File: src/rtl/watermark_stream_if.sv
// Stream bundle for the watermark composer: input beat, config, output beat.
// Slave is the composer's view, master is the producer/consumer view.
interface watermark_stream_if #(
  parameter int LANES = 32
) ();
  logic             in_valid;
  logic             in_ready;
  logic [LANES-1:0] in_seg;
  logic [LANES-1:0] in_wm;
  logic [1:0]       cfg_mode;
  logic             cfg_noise_en;
  logic             out_valid;
  logic             out_ready;
  logic [LANES-1:0] out_pix;
  logic             out_last;
  logic             frame_done;
  logic [15:0]      frame_count;

  modport slave (
    input  in_valid, in_seg, in_wm,
    input  cfg_mode, cfg_noise_en, out_ready,
    output in_ready, out_valid, out_pix,
    output out_last, frame_done, frame_count
  );

  modport master (
    output in_valid, in_seg, in_wm,
    output cfg_mode, cfg_noise_en, out_ready,
    input  in_ready, out_valid, out_pix,
    input  out_last, frame_done, frame_count
  );
endinterface

File: src/rtl/watermark_stream.sv
// Streaming segment/watermark composer with per-frame mode and LFSR noise.
// One output register stage; full throughput with valid/ready backpressure.
module watermark_stream #(
  parameter int          WIDTH     = 224,
  parameter int          HEIGHT    = 96,
  parameter int          LANES     = 32,
  parameter logic [31:0] LFSR_SEED = 32'h1
) (
  input logic               clk,
  input logic               rst,
  watermark_stream_if.slave bus
);
  localparam int BEATS = (WIDTH * HEIGHT) / LANES;
  localparam int BW    = (BEATS > 1) ? $clog2(BEATS) : 1;
  localparam logic [BW-1:0] LAST_IDX = BW'(BEATS - 1);
  localparam logic [31:0]   TAPS     = 32'h80200003;

  logic [BW-1:0]    r_beat;
  logic [31:0]      r_lfsr;
  logic [1:0]       r_mode;
  logic             r_noise;
  logic             r_valid;
  logic [LANES-1:0] r_pix;
  logic             r_last;
  logic [15:0]      r_count;

  logic             w_in_ready;
  logic             w_accept;
  logic             w_out_hs;
  logic             w_first;
  logic             w_last_beat;
  logic [1:0]       w_mode;
  logic             w_noise;
  logic [LANES-1:0] w_comp;
  logic [LANES-1:0] w_mask;
  logic [LANES-1:0] w_pix;
  logic [31:0]      w_lfsr_nxt;

  assign w_in_ready  = !r_valid || bus.out_ready;
  assign w_accept    = bus.in_valid && w_in_ready;
  assign w_out_hs    = r_valid && bus.out_ready;
  assign w_first     = (r_beat == '0);
  assign w_last_beat = (r_beat == LAST_IDX);

  // First beat of a frame uses the live config; later beats the latched one.
  assign w_mode  = w_first ? bus.cfg_mode : r_mode;
  assign w_noise = w_first ? bus.cfg_noise_en : r_noise;

  assign w_mask     = r_lfsr[LANES-1:0] & {LANES{w_noise}};
  assign w_pix      = w_comp ^ w_mask;
  assign w_lfsr_nxt = (r_lfsr >> 1) ^ (r_lfsr[0] ? TAPS : 32'h0);

  // Per-lane composition of segment and watermark pixels.
  always_comb begin
    w_comp = bus.in_seg | bus.in_wm;
    case (w_mode)
      2'd0:    w_comp = bus.in_seg | bus.in_wm;
      2'd1:    w_comp = bus.in_seg ^ bus.in_wm;
      2'd2:    w_comp = bus.in_seg & ~bus.in_wm;
      default: w_comp = bus.in_seg;
    endcase
  end

  // Output register, beat position, config latch, noise LFSR, frame count.
  always_ff @(posedge clk) begin
    if (rst) begin
      r_beat  <= '0;
      r_lfsr  <= LFSR_SEED;
      r_mode  <= 2'd0;
      r_noise <= 1'b0;
      r_valid <= 1'b0;
      r_pix   <= '0;
      r_last  <= 1'b0;
      r_count <= 16'd0;
    end else begin
      if (w_out_hs && r_last)
        r_count <= r_count + 16'd1;
      if (w_accept) begin
        r_valid <= 1'b1;
        r_pix   <= w_pix;
        r_last  <= w_last_beat;
        r_lfsr  <= w_lfsr_nxt;
        r_beat  <= w_last_beat ? '0 : r_beat + 1'b1;
        if (w_first) begin
          r_mode  <= bus.cfg_mode;
          r_noise <= bus.cfg_noise_en;
        end
      end else if (w_out_hs) begin
        r_valid <= 1'b0;
      end
    end
  end

  assign bus.in_ready    = w_in_ready;
  assign bus.out_valid   = r_valid;
  assign bus.out_pix     = r_pix;
  assign bus.out_last    = r_last;
  assign bus.frame_done  = w_out_hs && r_last;
  assign bus.frame_count = r_count;
endmodule

File: src/flat_wrapper.sv
// flat-port wrapper written by rule: the top's interface ports become plain ports
module watermark_stream_flat 
#(
  parameter int          WIDTH     = 224,
  parameter int          HEIGHT    = 96,
  parameter int          LANES     = 32,
  parameter logic [31:0] LFSR_SEED = 32'h1
)
  (clk, rst, bus_in_valid, bus_in_seg, bus_in_wm, bus_cfg_mode, bus_cfg_noise_en, bus_out_ready, bus_in_ready, bus_out_valid, bus_out_pix, bus_out_last, bus_frame_done, bus_frame_count);
  watermark_stream_if #(.LANES(LANES)) bus_i ();
  input logic clk;
  input logic rst;
  input wire logic [$bits(bus_i.in_valid)-1:0] bus_in_valid;
  input wire logic [$bits(bus_i.in_seg)-1:0] bus_in_seg;
  input wire logic [$bits(bus_i.in_wm)-1:0] bus_in_wm;
  input wire logic [$bits(bus_i.cfg_mode)-1:0] bus_cfg_mode;
  input wire logic [$bits(bus_i.cfg_noise_en)-1:0] bus_cfg_noise_en;
  input wire logic [$bits(bus_i.out_ready)-1:0] bus_out_ready;
  output wire logic [$bits(bus_i.in_ready)-1:0] bus_in_ready;
  output wire logic [$bits(bus_i.out_valid)-1:0] bus_out_valid;
  output wire logic [$bits(bus_i.out_pix)-1:0] bus_out_pix;
  output wire logic [$bits(bus_i.out_last)-1:0] bus_out_last;
  output wire logic [$bits(bus_i.frame_done)-1:0] bus_frame_done;
  output wire logic [$bits(bus_i.frame_count)-1:0] bus_frame_count;
  assign bus_i.in_valid = bus_in_valid;
  assign bus_i.in_seg = bus_in_seg;
  assign bus_i.in_wm = bus_in_wm;
  assign bus_i.cfg_mode = bus_cfg_mode;
  assign bus_i.cfg_noise_en = bus_cfg_noise_en;
  assign bus_i.out_ready = bus_out_ready;
  assign bus_in_ready = bus_i.in_ready;
  assign bus_out_valid = bus_i.out_valid;
  assign bus_out_pix = bus_i.out_pix;
  assign bus_out_last = bus_i.out_last;
  assign bus_frame_done = bus_i.frame_done;
  assign bus_frame_count = bus_i.frame_count;
  watermark_stream #(.WIDTH(WIDTH), .HEIGHT(HEIGHT), .LANES(LANES), .LFSR_SEED(LFSR_SEED)) u_core (.clk(clk), .rst(rst), .bus(bus_i));
endmodule
File: config.mk
export PLATFORM = sky130hd
export DESIGN_NAME = watermark_stream_flat
export DESIGN_NICKNAME = d
export VERILOG_FILES = /design/src/rtl/watermark_stream_if.sv /design/src/rtl/watermark_stream.sv /design/src/flat_wrapper.sv
export SDC_FILE = /design/constraint.sdc
export NUM_CORES = 1
export LEC_CHECK = 0
export ABC_AREA = 1
export BUFFER_PORTS_ARGS = -buffer_cell sky130_fd_sc_hd__buf_4
export CORE_ASPECT_RATIO = 0.5
export CORE_MARGIN = 3
export CORE_UTILIZATION = 58
export DETAILED_ROUTE_END_ITERATION = 6
export PLACE_DENSITY_LB_ADDON = 0.1
export SYNTH_ARGS = -nofsm -noshare
export SYNTH_HDL_FRONTEND = slang
export SYNTH_SLANG_ARGS = --single-unit
File: constraint.sdc
create_clock -name clk -period 2.1 [get_ports clk]
set_input_delay 0.42 -clock clk [delete_from_list [all_inputs] [get_ports clk]]
set_output_delay 0.42 -clock clk [all_outputs]
set_load 0.05 [all_outputs]
==> flow_metrics.py <==
metrics = {
    "run_status": {
        "status": "complete, no violations",
    },
    "synth": {
        "synth_warnings": 0,
        "yosysTopAreaCell": "dfxtp_1",
        "avgSynthCellArea_um2": 6.39,
        "syn_nets": 1254,
        "synth-seq-area-share_pct": 26.7,
        "synth-seq-cells": 95,
        "netlist_area_um2": 7130,
        "yosys_most_used_dff": "dfxtp_1",
        "synth_edf_count": 0,
        "synth_most_common_cell": "nand2_1",
        "ys_top_cells_by_area": "dfxtp_1 (27%), ha_1 (12%), nand3_1 (12%)",
        "ys_types": 36,
        "synthArstFlopShare_pct": 0,
        "netlist_instances": 1116,
        "synth_common_cells": "nand2_1 (195), inv_1 (183), nand3_1 (165), nor2_1 (139), dfxtp_1 (95)",
        "yosysTopAreaCellShare_pct": 26.7,
    },
    "sta": {
        "finalSetupViolCount": 0,
        "final_max_slew_viol_count": 0,
        "hold_viol_final": 0,
        "rsz0062_at_grt": "true",
        "fin_crit_ns": 2.06,
        "fmax_ghz": 0.484,
        "whs_ns": 0.387,
        "fin_skew_ns": 0.00974,
        "fin_crit_sh_pct": 98.3,
        "slew_headroom_pct": 67.3,
        "tightestPinTransition_ns": 0.491,
    },
    "finish": {
        "final_design_area_no_fill_um2": 8830,
        "layout.nets": 1366,
        "syn_to_final_growth_pct": 23.9,
        "drive_gt1_share_pct": 18.7,
        "diodes": 0,
    },
    "power_and_ir_drop": {
        "irDropWorstVdd_mv": 0.441,
        "power.leakage_uw": 0.00456,
        "pwr_density_cell_nw_per_um2": 680,
        "totalPowerFinal_uw": 6010,
    },
    "global_route": {
        "grt_max_degree": 59,
        "grt_pass1_wl_mm": 30.4,
        "grt-ovfl-total": 0,
        "antenna_found_initial": 0,
        "first_global_vias": 6777,
        "grt_usage_pct": 26.2,
    },
    "drt": {
        "route.detailed.drc": 0,
        "vias_per_cell": 5.37,
        "firstDrtPassIters": 6,
        "detail_route.iter0.violations": 537,
        "post_drt_wl_per_cell_um": 13.7,
        "final_antenna_net_count": 0,
        "wirelength_mm": 19.1,
        "num_vias": 7471,
    },
    "placement": {
        "placed_cell_area_um2": 8200,
        "dp.final_hpwl_mm": 13.2,
        "portBuffers": 122,
        "gp_congestion": 0.827,
    },
    "setup_path": {
        "crit_path_max_fanout": 8,
        "arrival_ns": 2.31,
        "start_kind": "register",
        "required_ns": 2.35,
        "critPathKind": "register to register",
        "cp-end-kind": "register",
    },
    "cts": {
        "tritoncts": "built",
        "clock_latency_ns": 0.35,
        "path_clk_slew_ns": 0.07,
        "clock_path_buffers": 2,
        "cts_sinks": 95,
        "htree_num_levels": 3,
        "clockRootBuffer": "clkbuf_16",
        "cts_made_buffers": 9,
        "hold_buffers": 0,
    },
    "die": {
        "rows": 27,
        "num_io_pins": 123,
        "die_w_um": 163,
        "die_height_um": 84.4,
        "start_util_pct": 62.0,
        "core_um2": 11500,
        "die_area_um2": 13700,
    },
    "worst_hold_path": {
        "hp-class": "input pin to register",
    },
    "flow_run": {
        "maxCapViolCount": 0,
    },
}
-- where the power goes --
| group | internal, µW | switching, µW | leakage [µW] |
|---|---|---|---|
| Clock | 827 | 793 | 0.000135 |
| Sequential | 1930 | 75.7 | 0.000784 |
| Combinational | 918 | 1460 | 0.00365 |
| Total | 3680 | 2330 | 0.00456 |
-- layout make-up --
cell class	instances	area [µm²]
clock buffer	9	225
inverter	192	727
clock inverter	7	61.3
tap	159	199
timing repair buffer	156	1410
sequential	95	1910
fill	894	2660
multi-input combinational	774	4290
-- registers in the layout, summed over array words and instances (netlist names) --
register and flops:
u_core.bus.out_pix 32, u_core.r_lfsr 32, u_core.bus.frame_count 16, u_core.r_beat 10, u_core.r_mode 2, u_core.bus.out_last 1
u_core.bus.out_valid 1, u_core.r_noise 1
-- metrics by stage --
step | setup TNS (ns) | utilization (%) | worst slack [ns] | std cells
after floorplan | 0 | - | 0.0372 | 1116
after CTS | 0 | 73.9 | 0.000626 | 1379
after global routing | -0.672 | 76.9 | -0.105 | 1392
after detailed placement | 0 | 71.4 | 0.0536 | 1363
after global placement | 0 | 71.4 | 0.118 | 1363
final | 0 | 76.9 | 0.0358 | 1392
-- layer usage --
| metal | routed length (µm) | GRT usage, % |
|---|---|---|
| met3 | 1640 | 5.03 |
| met2 | 8360 | 42.5 |
| met1 | 8780 | 36.2 |
| met5 | 0 | 0 |
| met4 | 280 | 6.14 |
-- layout by cell type (no fill, tap or decap), drive strengths merged --
cell,synthesis,final
o21ba,1,1
dfxtp,95,95
nor3,9,9
buf,32,152
nand4,3,3
ha,67,67
o31ai,1,1
xor2,3,3
a211oi,1,1
clkbuf,23,13
nand2,201,201
nor3b,2,2
nor4,2,2
xnor2,2,2
nand3b,41,41
inv,192,195
a31oi,1,1
a21oi,56,56
clkinv,0,1
o21a,3,3
nor2,142,142
nand3,166,166
clkinvlp,0,3
o21ai,71,71
or2,1,1
a311oi,1,1
-- critical path, stage by stage (launching register included) --
cell and delay (ns):
dfxtp_2 0.34, inv_2 0.09, ha_4 0.14, nand2_4 0.05, nor2_4 0.18, nand2_4 0.11
nand2_4 0.09, nand2_4 0.09, buf_12 0.15, nor2_4 0.24, nand2_1 0.10, nand2_1 0.11
a21oi_1 0.10, nor2_1 0.12, nor2_1 0.04
-- final timing paths --
path / start / endpoint / slack (ns) / depth (start not counted)
worst min register to register: u_core.r_lfsr[31] / u_core.r_lfsr[31] / 0.47 / 2
worst max register to register: u_core.r_beat[0] / u_core.bus.out_pix[4] / 0.04 / 14
worst max-delay path: u_core.r_beat[0] / u_core.bus.out_pix[4] / 0.04 / 14
worst min-delay path: bus_out_ready / u_core.bus.out_valid / 0.39 / 4
-- cells by family (layout without fill, tap and decap cells) --
family	after synthesis	after routing	share of synthesized area (%)
buf+inv	247	364	14.8
fa+ha+maj	67	67	11.8
simple gates	567	567	36.3
flops	95	95	26.7
compound gates	135	135	9.85
xor+xnor	5	5	0.615
-- timing repair --
| item | CTS | global route |
|---|---|---|
| setup buffers | 0 | 7 |
| pin swaps | 0 | 15 |
| endpoints found under the setup margin | 2 | 35 |
| gates cloned | 0 | 6 |
| resized for setup | 1 | 39 |
(Power assumes the default switching activity.)
